**config.mk**
```make
export PLATFORM = sky130hd
export DESIGN_NAME = axi_uncache_slave_flat
export DESIGN_NICKNAME = d
export VERILOG_FILES = /design/src/rtl/axi_uncache_slave_if.sv /design/src/rtl/axi_uncache_slave.sv /design/src/flat_wrapper.sv
export SDC_FILE = /design/constraint.sdc
export NUM_CORES = 1
export LEC_CHECK = 0
export BUFFER_PORTS_ARGS = -buffer_cell sky130_fd_sc_hd__buf_2
export CORE_AREA = 4 4 123 125
export DETAILED_ROUTE_END_ITERATION = 7
export DIE_AREA = 0 0 127 129
export PLACE_DENSITY = 0.76
export RECOVER_POWER = 25
export SLEW_MARGIN = 20
export SYNTH_ARGS = -nofsm -noshare
export SYNTH_HDL_FRONTEND = slang
export SYNTH_SLANG_ARGS = --single-unit
```
**constraint.sdc**
```tcl
create_clock -name clk -period 3.4 [get_ports clk]
set_input_delay 0.34 -clock clk [delete_from_list [all_inputs] [get_ports clk]]
set_output_delay 0.34 -clock clk [all_outputs]
set_load 0.02 [all_outputs]
```
**src/rtl/axi_uncache_slave_if.sv**
```systemverilog
// axi_uncache_slave_if: AXI3 bus carried between the uncached data bridge and the slave responder
interface axi_uncache_slave_if;
    logic [3:0]  arid;
    logic [31:0] araddr;
    logic [3:0]  arlen;
    logic [2:0]  arsize;
    logic [1:0]  arburst;
    logic [1:0]  arlock;
    logic [3:0]  arcache;
    logic [2:0]  arprot;
    logic [3:0]  arqos;
    logic        arvalid;
    logic        arready;
    logic [3:0]  rid;
    logic [31:0] rdata;
    logic [1:0]  rresp;
    logic        rlast;
    logic        rvalid;
    logic        rready;
    logic [3:0]  awid;
    logic [31:0] awaddr;
    logic [3:0]  awlen;
    logic [2:0]  awsize;
    logic [1:0]  awburst;
    logic [1:0]  awlock;
    logic [3:0]  awcache;
    logic [2:0]  awprot;
    logic [3:0]  awqos;
    logic        awvalid;
    logic        awready;
    logic [3:0]  wid;
    logic [31:0] wdata;
    logic [3:0]  wstrb;
    logic        wlast;
    logic        wvalid;
    logic        wready;
    logic [3:0]  bid;
    logic [1:0]  bresp;
    logic        bvalid;
    logic        bready;

    modport master (
        output arid, araddr, arlen, arsize, arburst, arlock, arcache, arprot, arqos, arvalid,
        input  arready,
        input  rid, rdata, rresp, rlast, rvalid,
        output rready,
        output awid, awaddr, awlen, awsize, awburst, awlock, awcache, awprot, awqos, awvalid,
        input  awready,
        output wid, wdata, wstrb, wlast, wvalid,
        input  wready,
        input  bid, bresp, bvalid,
        output bready
    );

    modport slave (
        input  arid, araddr, arlen, arsize, arburst, arlock, arcache, arprot, arqos, arvalid,
        output arready,
        output rid, rdata, rresp, rlast, rvalid,
        input  rready,
        input  awid, awaddr, awlen, awsize, awburst, awlock, awcache, awprot, awqos, awvalid,
        output awready,
        input  wid, wdata, wstrb, wlast, wvalid,
        output wready,
        output bid, bresp, bvalid,
        input  bready
    );
endinterface

```
**src/rtl/axi_uncache_slave.sv**
```systemverilog
// axi_uncache_slave: single-transaction AXI3 slave terminating uncached traffic into a 32-bit SRAM
module axi_uncache_slave #(
    parameter logic [31:0] BASE_ADDR = 32'h1FAF_0000,
    parameter int          AW_WORDS  = 10
) (
    input  logic                clk,
    input  logic                rst,
    axi_uncache_slave_if.slave  s_axi,
    output logic                o_sram_en,
    output logic [3:0]          o_sram_we,
    output logic [AW_WORDS-1:0] o_sram_addr,
    output logic [31:0]         o_sram_wdata,
    input  logic [31:0]         i_sram_rdata
);
    typedef enum logic [2:0] {IDLE, RD_REQ, RD_WAIT, RD_RESP, WR_DATA, WR_RESP} state_t;

    localparam logic [31:0] WIN_BYTES = 32'd4 << AW_WORDS;

    state_t      r_state;
    state_t      w_next;
    logic        r_wr_turn;
    logic [3:0]  r_id;
    logic [3:0]  r_len;
    logic [3:0]  r_cnt;
    logic [2:0]  r_size;
    logic [1:0]  r_burst;
    logic [31:0] r_addr;
    logic [31:0] r_rdata;
    logic        r_err;
    logic [31:0] w_off;
    logic        w_beat_err;
    logic        w_last_beat;
    logic        w_ar_hs;
    logic        w_aw_hs;
    logic        w_r_hs;
    logic        w_w_hs;
    logic        w_unused;

    assign w_off       = r_addr - BASE_ADDR;
    assign w_beat_err  = (w_off >= WIN_BYTES) || r_burst[1];
    assign w_last_beat = r_cnt == r_len;
    assign w_ar_hs     = s_axi.arvalid && s_axi.arready;
    assign w_aw_hs     = s_axi.awvalid && s_axi.awready;
    assign w_r_hs      = s_axi.rvalid && s_axi.rready;
    assign w_w_hs      = s_axi.wvalid && s_axi.wready;
    assign w_unused    = ^{s_axi.arlock, s_axi.arcache, s_axi.arprot, s_axi.arqos,
                           s_axi.awlock, s_axi.awcache, s_axi.awprot, s_axi.awqos, s_axi.wid};

    // State register; reset abandons any transaction in flight
    always_ff @(posedge clk or posedge rst) begin
        if (rst)
            r_state <= IDLE;
        else
            r_state <= w_next;
    end

    // Next state plus every AXI and SRAM output, decoded from the current state
    always_comb begin
        w_next         = r_state;
        s_axi.arready  = 1'b0;
        s_axi.awready  = 1'b0;
        s_axi.rvalid   = 1'b0;
        s_axi.rid      = 4'h0;
        s_axi.rdata    = 32'h0;
        s_axi.rresp    = 2'b00;
        s_axi.rlast    = 1'b0;
        s_axi.wready   = 1'b0;
        s_axi.bvalid   = 1'b0;
        s_axi.bid      = 4'h0;
        s_axi.bresp    = 2'b00;
        o_sram_en      = 1'b0;
        o_sram_we      = 4'h0;
        o_sram_addr    = '0;
        o_sram_wdata   = 32'h0;
        case (r_state)
            IDLE: begin
                s_axi.arready = !rst && s_axi.arvalid && (!s_axi.awvalid || !r_wr_turn);
                s_axi.awready = !rst && s_axi.awvalid && (!s_axi.arvalid || r_wr_turn);
                w_next = s_axi.arready ? RD_REQ : s_axi.awready ? WR_DATA : IDLE;
            end
            RD_REQ: begin
                o_sram_en   = !w_beat_err;
                o_sram_addr = w_beat_err ? '0 : w_off[AW_WORDS+1:2];
                w_next      = RD_WAIT;
            end
            RD_WAIT: w_next = RD_RESP;
            RD_RESP: begin
                s_axi.rvalid = 1'b1;
                s_axi.rid    = r_id;
                s_axi.rdata  = r_rdata;
                s_axi.rresp  = w_beat_err ? 2'b10 : 2'b00;
                s_axi.rlast  = w_last_beat;
                if (s_axi.rready)
                    w_next = w_last_beat ? IDLE : RD_REQ;
            end
            WR_DATA: begin
                s_axi.wready = 1'b1;
                if (s_axi.wvalid) begin
                    o_sram_en    = !w_beat_err;
                    o_sram_we    = w_beat_err ? 4'h0 : s_axi.wstrb;
                    o_sram_addr  = w_beat_err ? '0 : w_off[AW_WORDS+1:2];
                    o_sram_wdata = w_beat_err ? 32'h0 : s_axi.wdata;
                    if (w_last_beat)
                        w_next = WR_RESP;
                end
            end
            WR_RESP: begin
                s_axi.bvalid = 1'b1;
                s_axi.bid    = r_id;
                s_axi.bresp  = r_err ? 2'b10 : 2'b00;
                if (s_axi.bready)
                    w_next = IDLE;
            end
            default: w_next = IDLE;
        endcase
    end

    // Transaction context: latched on the address handshake, stepped once per data beat
    always_ff @(posedge clk or posedge rst) begin
        if (rst) begin
            r_wr_turn <= 1'b0;
            r_id      <= 4'h0;
            r_len     <= 4'h0;
            r_cnt     <= 4'h0;
            r_size    <= 3'h0;
            r_burst   <= 2'h0;
            r_addr    <= 32'h0;
            r_err     <= 1'b0;
        end else begin
            if (w_ar_hs) begin
                r_id      <= s_axi.arid;
                r_addr    <= s_axi.araddr;
                r_len     <= s_axi.arlen;
                r_size    <= s_axi.arsize;
                r_burst   <= s_axi.arburst;
                r_cnt     <= 4'h0;
                r_wr_turn <= 1'b1;
            end else if (w_aw_hs) begin
                r_id      <= s_axi.awid;
                r_addr    <= s_axi.awaddr;
                r_len     <= s_axi.awlen;
                r_size    <= s_axi.awsize;
                r_burst   <= s_axi.awburst;
                r_cnt     <= 4'h0;
                r_err     <= 1'b0;
                r_wr_turn <= 1'b0;
            end
            if ((w_r_hs || w_w_hs) && !w_last_beat) begin
                r_cnt <= r_cnt + 4'h1;
                if (r_burst == 2'b01)
                    r_addr <= r_addr + (32'd1 << r_size);
            end
            if (w_w_hs)
                r_err <= r_err || w_beat_err || (s_axi.wlast != w_last_beat);
        end
    end

    // Read data register, loaded the cycle after the SRAM read strobe and held through the R stall
    always_ff @(posedge clk or posedge rst) begin
        if (rst)
            r_rdata <= 32'h0;
        else if (r_state == RD_WAIT)
            r_rdata <= w_beat_err ? 32'h0 : i_sram_rdata;
    end
endmodule
```
**src/flat_wrapper.sv**
```systemverilog
// flat-port wrapper written by rule: the top's interface ports become plain ports
module axi_uncache_slave_flat 
#(
    parameter logic [31:0] BASE_ADDR = 32'h1FAF_0000,
    parameter int          AW_WORDS  = 10
)
  (clk, rst, o_sram_en, o_sram_we, o_sram_addr, o_sram_wdata, i_sram_rdata, s_axi_arid, s_axi_araddr, s_axi_arlen, s_axi_arsize, s_axi_arburst, s_axi_arlock, s_axi_arcache, s_axi_arprot, s_axi_arqos, s_axi_arvalid, s_axi_arready, s_axi_rid, s_axi_rdata, s_axi_rresp, s_axi_rlast, s_axi_rvalid, s_axi_rready, s_axi_awid, s_axi_awaddr, s_axi_awlen, s_axi_awsize, s_axi_awburst, s_axi_awlock, s_axi_awcache, s_axi_awprot, s_axi_awqos, s_axi_awvalid, s_axi_awready, s_axi_wid, s_axi_wdata, s_axi_wstrb, s_axi_wlast, s_axi_wvalid, s_axi_wready, s_axi_bid, s_axi_bresp, s_axi_bvalid, s_axi_bready);
  axi_uncache_slave_if s_axi_i ();
  input  logic clk;
  input  logic rst;
  output logic o_sram_en;
  output logic [3:0] o_sram_we;
  output logic [AW_WORDS-1:0] o_sram_addr;
  output logic [31:0] o_sram_wdata;
  input  logic [31:0] i_sram_rdata;
  input wire logic [$bits(s_axi_i.arid)-1:0] s_axi_arid;
  input wire logic [$bits(s_axi_i.araddr)-1:0] s_axi_araddr;
  input wire logic [$bits(s_axi_i.arlen)-1:0] s_axi_arlen;
  input wire logic [$bits(s_axi_i.arsize)-1:0] s_axi_arsize;
  input wire logic [$bits(s_axi_i.arburst)-1:0] s_axi_arburst;
  input wire logic [$bits(s_axi_i.arlock)-1:0] s_axi_arlock;
  input wire logic [$bits(s_axi_i.arcache)-1:0] s_axi_arcache;
  input wire logic [$bits(s_axi_i.arprot)-1:0] s_axi_arprot;
  input wire logic [$bits(s_axi_i.arqos)-1:0] s_axi_arqos;
  input wire logic [$bits(s_axi_i.arvalid)-1:0] s_axi_arvalid;
  output wire logic [$bits(s_axi_i.arready)-1:0] s_axi_arready;
  output wire logic [$bits(s_axi_i.rid)-1:0] s_axi_rid;
  output wire logic [$bits(s_axi_i.rdata)-1:0] s_axi_rdata;
  output wire logic [$bits(s_axi_i.rresp)-1:0] s_axi_rresp;
  output wire logic [$bits(s_axi_i.rlast)-1:0] s_axi_rlast;
  output wire logic [$bits(s_axi_i.rvalid)-1:0] s_axi_rvalid;
  input wire logic [$bits(s_axi_i.rready)-1:0] s_axi_rready;
  input wire logic [$bits(s_axi_i.awid)-1:0] s_axi_awid;
  input wire logic [$bits(s_axi_i.awaddr)-1:0] s_axi_awaddr;
  input wire logic [$bits(s_axi_i.awlen)-1:0] s_axi_awlen;
  input wire logic [$bits(s_axi_i.awsize)-1:0] s_axi_awsize;
  input wire logic [$bits(s_axi_i.awburst)-1:0] s_axi_awburst;
  input wire logic [$bits(s_axi_i.awlock)-1:0] s_axi_awlock;
  input wire logic [$bits(s_axi_i.awcache)-1:0] s_axi_awcache;
  input wire logic [$bits(s_axi_i.awprot)-1:0] s_axi_awprot;
  input wire logic [$bits(s_axi_i.awqos)-1:0] s_axi_awqos;
  input wire logic [$bits(s_axi_i.awvalid)-1:0] s_axi_awvalid;
  output wire logic [$bits(s_axi_i.awready)-1:0] s_axi_awready;
  input wire logic [$bits(s_axi_i.wid)-1:0] s_axi_wid;
  input wire logic [$bits(s_axi_i.wdata)-1:0] s_axi_wdata;
  input wire logic [$bits(s_axi_i.wstrb)-1:0] s_axi_wstrb;
  input wire logic [$bits(s_axi_i.wlast)-1:0] s_axi_wlast;
  input wire logic [$bits(s_axi_i.wvalid)-1:0] s_axi_wvalid;
  output wire logic [$bits(s_axi_i.wready)-1:0] s_axi_wready;
  output wire logic [$bits(s_axi_i.bid)-1:0] s_axi_bid;
  output wire logic [$bits(s_axi_i.bresp)-1:0] s_axi_bresp;
  output wire logic [$bits(s_axi_i.bvalid)-1:0] s_axi_bvalid;
  input wire logic [$bits(s_axi_i.bready)-1:0] s_axi_bready;
  assign s_axi_i.arid = s_axi_arid;
  assign s_axi_i.araddr = s_axi_araddr;
  assign s_axi_i.arlen = s_axi_arlen;
  assign s_axi_i.arsize = s_axi_arsize;
  assign s_axi_i.arburst = s_axi_arburst;
  assign s_axi_i.arlock = s_axi_arlock;
  assign s_axi_i.arcache = s_axi_arcache;
  assign s_axi_i.arprot = s_axi_arprot;
  assign s_axi_i.arqos = s_axi_arqos;
  assign s_axi_i.arvalid = s_axi_arvalid;
  assign s_axi_arready = s_axi_i.arready;
  assign s_axi_rid = s_axi_i.rid;
  assign s_axi_rdata = s_axi_i.rdata;
  assign s_axi_rresp = s_axi_i.rresp;
  assign s_axi_rlast = s_axi_i.rlast;
  assign s_axi_rvalid = s_axi_i.rvalid;
  assign s_axi_i.rready = s_axi_rready;
  assign s_axi_i.awid = s_axi_awid;
  assign s_axi_i.awaddr = s_axi_awaddr;
  assign s_axi_i.awlen = s_axi_awlen;
  assign s_axi_i.awsize = s_axi_awsize;
  assign s_axi_i.awburst = s_axi_awburst;
  assign s_axi_i.awlock = s_axi_awlock;
  assign s_axi_i.awcache = s_axi_awcache;
  assign s_axi_i.awprot = s_axi_awprot;
  assign s_axi_i.awqos = s_axi_awqos;
  assign s_axi_i.awvalid = s_axi_awvalid;
  assign s_axi_awready = s_axi_i.awready;
  assign s_axi_i.wid = s_axi_wid;
  assign s_axi_i.wdata = s_axi_wdata;
  assign s_axi_i.wstrb = s_axi_wstrb;
  assign s_axi_i.wlast = s_axi_wlast;
  assign s_axi_i.wvalid = s_axi_wvalid;
  assign s_axi_wready = s_axi_i.wready;
  assign s_axi_bid = s_axi_i.bid;
  assign s_axi_bresp = s_axi_i.bresp;
  assign s_axi_bvalid = s_axi_i.bvalid;
  assign s_axi_i.bready = s_axi_bready;
  axi_uncache_slave #(.BASE_ADDR(BASE_ADDR), .AW_WORDS(AW_WORDS)) u_core (.clk(clk), .rst(rst), .s_axi(s_axi_i), .o_sram_en(o_sram_en), .o_sram_we(o_sram_we), .o_sram_addr(o_sram_addr), .o_sram_wdata(o_sram_wdata), .i_sram_rdata(i_sram_rdata));
endmodule
```
; ---- After elaboration in Yosys (flattened, before gate mapping)
; Cells that the tools add are included.
[totals]
register_bits = 86
inputBits = 196
out_inout_bits = 97
elab_cells = 107
[op_classes]
add_sub_neg = 3
order_cmp = 1
eq_ne = 13
n_shift = 1
muxes = 52
n_reduce_logical = 27
[op_table]
columns = op, n
row1 = 2-to-1 mux 32 bit, 9
row2 = 2-to-1 mux 4 bit, 12
row3 = adder 32 bit, 1
row4 = greater-or-equal comparator 32 x 13 -> 1 bit (second input constant), 1
row5 = left shift 1 x 3 -> 32 bit (first input constant), 1
row6 = subtractor 32 x 29 -> 32 bit (second input constant), 1
row7 = 2-to-1 mux 3 bit, 8
row8 = 2-to-1 mux 10 bit, 2
row9 = case mux 10 bit (2 select lines), 1
row10 = case mux 3 bit (6 select lines), 1
row11 = 2-to-1 mux 1 bit, 12
row12 = 2-to-1 mux 2 bit, 6
row13 = logical AND 1 bit, 9
row14 = != test 2 bit (second input constant), 4
row15 = equality test 3 x 2 -> 1 bit (second input constant), 2
row16 = equality test 3 bit (second input constant), 2
row17 = zero test 1 bit, 6
row18 = logical OR 1 bit, 6
row19 = adder 4 x 1 -> 4 bit (second input constant), 1
row20 = equality test 4 bit, 1
row21 = AND reduction 4 bit, 1
row22 = nonzero test 2 bit, 2
row23 = equality test 3 x 1 -> 1 bit (second input constant), 1
row24 = zero test 3 bit, 1
row25 = other kinds (6), 6

; ---- Logic depth before layout (Yosys ltp)
[logic_depth]
depth_word = 9
depth_mapped = 11
depth_no_buf = 10

; ---- Least setup slack after synthesis
; Ideal clock, no wire load.
[synth_path]
path_kind = input-to-output
startpoint = in rst
endpoint = out s_axi_arready
t_arrival_ns = 3.389
required_time_ns = 3.060
slack_ns = -0.329
stages = 4
path_cell_list = inv_1 nand3_1 nor2_4 clkbuf_1
[synth_via]
elab_chain_len = 4
[synth_rtl]
columns = element, line
row1 = "start, declared", flat_wrapper.sv:10  ; input logic rst;
row2 = zero test 1 bit (no line), -
row3 = logical AND 1 bit (2 in a row), axi_uncache_slave.sv:77  ; s_axi.arready = !rst && s_axi.arvalid && (!s_axi.awvalid || !r_wr_turn);
row4 = 2-to-1 mux 1 bit, axi_uncache_slave.sv:75  ; case (r_state)
row5 = "end, declared", flat_wrapper.sv:26  ; output wire logic [$bits(s_axi_i.arready)-1:0] s_axi_arready;
; Every way passes these cells.

; ---- Final worst setup path
[layout_path]
startpoint = reg u_core.r_burst[1]
endpoint = out o_sram_addr[2]
[layout_via]
elab_chain_len = 4
[layout_rtl]
columns = element, line
row1 = "start, declared", axi_uncache_slave.sv:26  ; logic [1:0] r_burst;
row2 = "start signal, assigned", axi_uncache_slave.sv:135  ; r_burst <= s_axi.arburst;
row3 = "start signal, assigned", axi_uncache_slave.sv:143  ; r_burst <= s_axi.awburst;
row4 = logical OR 1 bit *, axi_uncache_slave.sv:40  ; assign w_beat_err = (w_off >= WIN_BYTES) || r_burst[1];
row5 = 2-to-1 mux 10 bit *, "axi_uncache_slave.sv:83, axi_uncache_slave.sv:101"
row6 = 2-to-1 mux 10 bit, axi_uncache_slave.sv:98  ; if (s_axi.wvalid) begin
row7 = case mux 10 bit (2 select lines) *, axi_uncache_slave.sv:75
row8 = "end, declared", flat_wrapper.sv:13  ; output logic [AW_WORDS-1:0] o_sram_addr;
; Every way passes the cells marked *; elsewhere a longest branch is shown, timed or not.

==> flow_results.xml <==
<?xml version="1.0" encoding="UTF-8"?>
<metrics>
  <group name="synth">
    <metric name="yosysSeqAreaShare" unit="%">37.3</metric>
    <metric name="post_synth_instance_area" unit="mm2">0.00578</metric>
    <metric name="synth-warning-count" unit="">0</metric>
    <metric name="asyncSetResetFlopFracSynth" unit="%">100</metric>
    <metric name="post_synth.cell_area_avg" unit="um2">8.37</metric>
    <metric name="edff_count_synth" unit="">0</metric>
    <metric name="ys_seq_elements" unit="">86</metric>
    <metric name="post_synth_inst_count" unit="">690</metric>
    <metric name="synth-main-ff-cell" unit="">sky130_fd_sc_hd__dfrtp_1</metric>
    <metric name="yosys.cell_types.count" unit="">65</metric>
  </group>
  <group name="run_status">
    <metric name="failing_checks" unit="">max-capacitance violations, max-slew violations</metric>
    <metric name="outcome" unit="">finished, violations left</metric>
  </group>
  <group name="die">
    <metric name="die_area" unit="mm2">0.0164</metric>
    <metric name="initial_core_util" unit="%">41.6</metric>
    <metric name="std_cell_rows" unit="">43</metric>
    <metric name="die_width" unit="um">127</metric>
    <metric name="io_pins" unit="">293</metric>
    <metric name="fp.dieH" unit="um">129</metric>
    <metric name="fp.coreArea" unit="mm2">0.0139</metric>
  </group>
  <group name="clock_tree">
    <metric name="cts-root-to-sink-buffers" unit="">2</metric>
    <metric name="cts-resized-gates" unit="">0</metric>
    <metric name="htreeDepth" unit="">3</metric>
    <metric name="cts_setup_buffers" unit="">0</metric>
    <metric name="cts_buffers" unit="">9</metric>
    <metric name="postCtsHoldBufs" unit="">0</metric>
    <metric name="clock_insertion_delay_worst_skew" unit="ns">0.35</metric>
    <metric name="cts_sinks" unit="">86</metric>
    <metric name="clkSlewWorstSetupHoldPaths" unit="ns">0.06</metric>
    <metric name="clock-root-buffer" unit="">sky130_fd_sc_hd__clkbuf_16</metric>
    <metric name="clock_tree_from_tritoncts" unit="">done</metric>
  </group>
  <group name="layout">
    <metric name="final_nets" unit="">1127</metric>
    <metric name="register_area" unit="mm2">0.00215</metric>
    <metric name="fill_cells" unit="">1348</metric>
    <metric name="multi_input_area" unit="mm2">0.00334</metric>
    <metric name="drive_above_1_share" unit="%">33.7</metric>
    <metric name="leading_cell_type_in_the_layout_fill_and_taps_excluded" unit="">sky130_fd_sc_hd__buf_2</metric>
    <metric name="synthToLayoutAreaGrowth" unit="%">29.2</metric>
    <metric name="most-common-layout-cells" unit="">sky130_fd_sc_hd__buf_2 (259), sky130_fd_sc_hd__nand2_1 (133), sky130_fd_sc_hd__and2_1 (89)</metric>
  </group>
  <group name="routing">
    <metric name="post_drt_wl_per_cell" unit="um">15.8</metric>
    <metric name="drc" unit="">0</metric>
    <metric name="num_vias" unit="">5722</metric>
    <metric name="detail_route.iter0.violations" unit="">378</metric>
    <metric name="ant_nets" unit="">0</metric>
    <metric name="wl_met2" unit="um">8560</metric>
    <metric name="drt-vias-per-instance" unit="">5.17</metric>
    <metric name="route.met3.wl" unit="um">1310</metric>
    <metric name="top_layer_used" unit="">met4</metric>
    <metric name="drt-total-wl" unit="um">17500</metric>
    <metric name="wirelength_met1" unit="um">7340</metric>
    <metric name="firstDrtPassIters" unit="">4</metric>
  </group>
  <group name="critical_path">
    <metric name="timing.critical_path.required" unit="ns">3.06</metric>
    <metric name="critPathKind" unit="">reg -&gt; out</metric>
    <metric name="critical_path.max_fanout" unit="">11</metric>
    <metric name="start_kind" unit="">register</metric>
    <metric name="crit_arrival" unit="ns">2.71</metric>
    <metric name="critical_path_end_type" unit="">output port</metric>
  </group>
  <group name="global_route">
    <metric name="global_route.overflow_total" unit="">0</metric>
    <metric name="grt_start_max_net_pins" unit="">48</metric>
    <metric name="grtUsageTotal" unit="%">20.7</metric>
    <metric name="grt_antenna_before_repair" unit="">1</metric>
    <metric name="grt_first_pass_wirelength" unit="um">27500</metric>
    <metric name="grt_pass1_vias" unit="">5447</metric>
  </group>
  <group name="timing">
    <metric name="timing.final.crit_share" unit="%">89.7</metric>
    <metric name="slew-limit-headroom" unit="%">-48.9</metric>
    <metric name="maxSlewViolCount" unit="">42</metric>
    <metric name="setup_tns_after_final_layout" unit="ns">0</metric>
    <metric name="grt_setup_unrepaired" unit="">false</metric>
    <metric name="tightest_slew" unit="ns">2.23</metric>
    <metric name="hold_slack" unit="ns">0.207</metric>
    <metric name="report.final.hold_viol_count" unit="">0</metric>
    <metric name="final_period_minus_worst_setup_slack" unit="ns">3.05</metric>
    <metric name="final.setup_skew" unit="ns">0.0116</metric>
    <metric name="setup_violations" unit="">0</metric>
    <metric name="max_clk_rate" unit="MHz">328</metric>
  </group>
  <group name="placed_design">
    <metric name="place.gp.congestion" unit="">0.868</metric>
    <metric name="port-buffer-count" unit="">260</metric>
    <metric name="post-dp-hpwl" unit="um">12900</metric>
  </group>
  <group name="pwr">
    <metric name="static-leakage-power" unit="nW">3.66</metric>
    <metric name="irDropWorstVdd" unit="V">0.000350</metric>
    <metric name="power.density" unit="mW/mm2">656</metric>
  </group>
  <group name="flow_run">
    <metric name="max_cap_viol_count" unit="">1</metric>
  </group>
  <group name="min_path">
    <metric name="holdCritPathClass" unit="">in -&gt; reg</metric>
  </group>
</metrics>
[synth_stat cells (all sizes together), types with 4 or more instances]
cell type	instances	area (um2)
a221oi	11	96.3
a22o	13	114
buf	18	135
xor2	9	78.8
nor4	8	83.8
nand4	4	25.0
a22oi	12	90.1
xnor2	26	228
clkbuf	35	136
o22ai	21	131
inv	8	30.0
or3	4	30.0
nor3	13	75.1
dfrtp	86	2150
and3	7	43.8
nor2	25	106
a21oi	21	105
ha	9	113
nor4b	4	62.6
nand2	135	517
o21ai	64	320
nand3	11	55.1
and2	89	557
o211ai	20	164
[area by class of cell]
class / count / share of cell area (%)
multi-input cells: 544 / 44.8
flip-flops and latches: 86 / 28.8
repair buffers: 272 / 18.6
clock buffers: 9 / 3.02
well taps: 180 / 3.02
clock inverters: 7 / 1.32
inverters: 8 / 0.419
diodes: 1 / 0.0335
[cells by family after synthesis]
logic type      Yosys count  synth area share [%]
simple gates            314                  28.9
buf+inv                  61                  5.22
compound gates          178                  20.0
fa+ha+maj                10                  2.30
flops                    86                  37.3
other cells               1                0.0649
xor+xnor                 35                  5.31
mux                       5                 0.910
[worst max-delay path, cell delays in order (launching register included)]
cell and delay, ns:
sky130_fd_sc_hd__dfrtp_1 0.48, sky130_fd_sc_hd__nor4b_1 0.36, sky130_fd_sc_hd__nand3_1 0.15, sky130_fd_sc_hd__a211oi_2 0.33, sky130_fd_sc_hd__nand2_2 0.11, sky130_fd_sc_hd__nor3_2 0.55
sky130_fd_sc_hd__and2_1 0.21, sky130_fd_sc_hd__buf_2 0.17
[stage by stage]
stage                     cell area [um2]  cells  utilization [%]  worst slack [ns]  total power, mW
after detailed placement             7140   1090             51.4             0.661             3.83
after floorplan                      5780    691                -             0.417             3.28
after CTS                            7460   1106             53.8             0.270             4.91
final                                7460   1107             53.7             0.351             4.89
after global placement               7140   1090             51.4             0.671             3.77
after global routing                 7460   1107             53.7            0.0824             5.30
[registers in the layout, indices dropped and copies added, names as in the netlist]
signal	cells
u_core.r_size	3
u_core.r_addr	32
u_core.r_id	4
u_core.r_cnt	4
u_core.r_burst	2
u_core.r_rdata	32
u_core.r_wr_turn	1
u_core.r_len	4
u_core.r_err	1
u_core.r_state	3
[per-layer routing]
metal | track usage, % | vias up
li1 | - | 2867
met1 | 27.3 | 2620
met2 | 34.5 | 215
met3 | 3.78 | 20
met4 | 7.13 | 0
met5 | 0 | -
[where the power goes]
group / internal (mW) / switching, mW / leakage, nW
Clock: 0.646 / 0.429 / 0.156
Combinational: 0.871 / 1.17 / 2.40
Sequential: 1.34 / 0.443 / 1.10
Total: 2.85 / 2.04 / 3.66
[path summary, 6_finish.rpt]
| check | start | endpoint | slack (ns) | cells after the start |
|---|---|---|---|---|
| setup / recovery | u_core.r_burst[1]$_DFFE_PP0P_ | o_sram_addr[2] | 0.35 | 7 |
| hold / removal | s_axi_arlen[1] | u_core.r_len[1]$_DFFE_PP0P_ | 0.21 | 3 |
| setup reg to reg | u_core.r_size[0]$_DFFE_PP0P_ | u_core.r_addr[28]$_DFF_PP0_ | 0.70 | 10 |
| hold reg to reg | u_core.r_rdata[4]$_DFFE_PP0P_ | u_core.r_rdata[4]$_DFFE_PP0P_ | 0.47 | 2 |
| max in group asynchronous | rst | u_core.r_addr[29]$_DFF_PP0_ | 1.19 | 3 |
| min in group asynchronous | rst | u_core.r_rdata[13]$_DFFE_PP0P_ | 0.28 | 3 |
(Power assumes the default switching activity.)
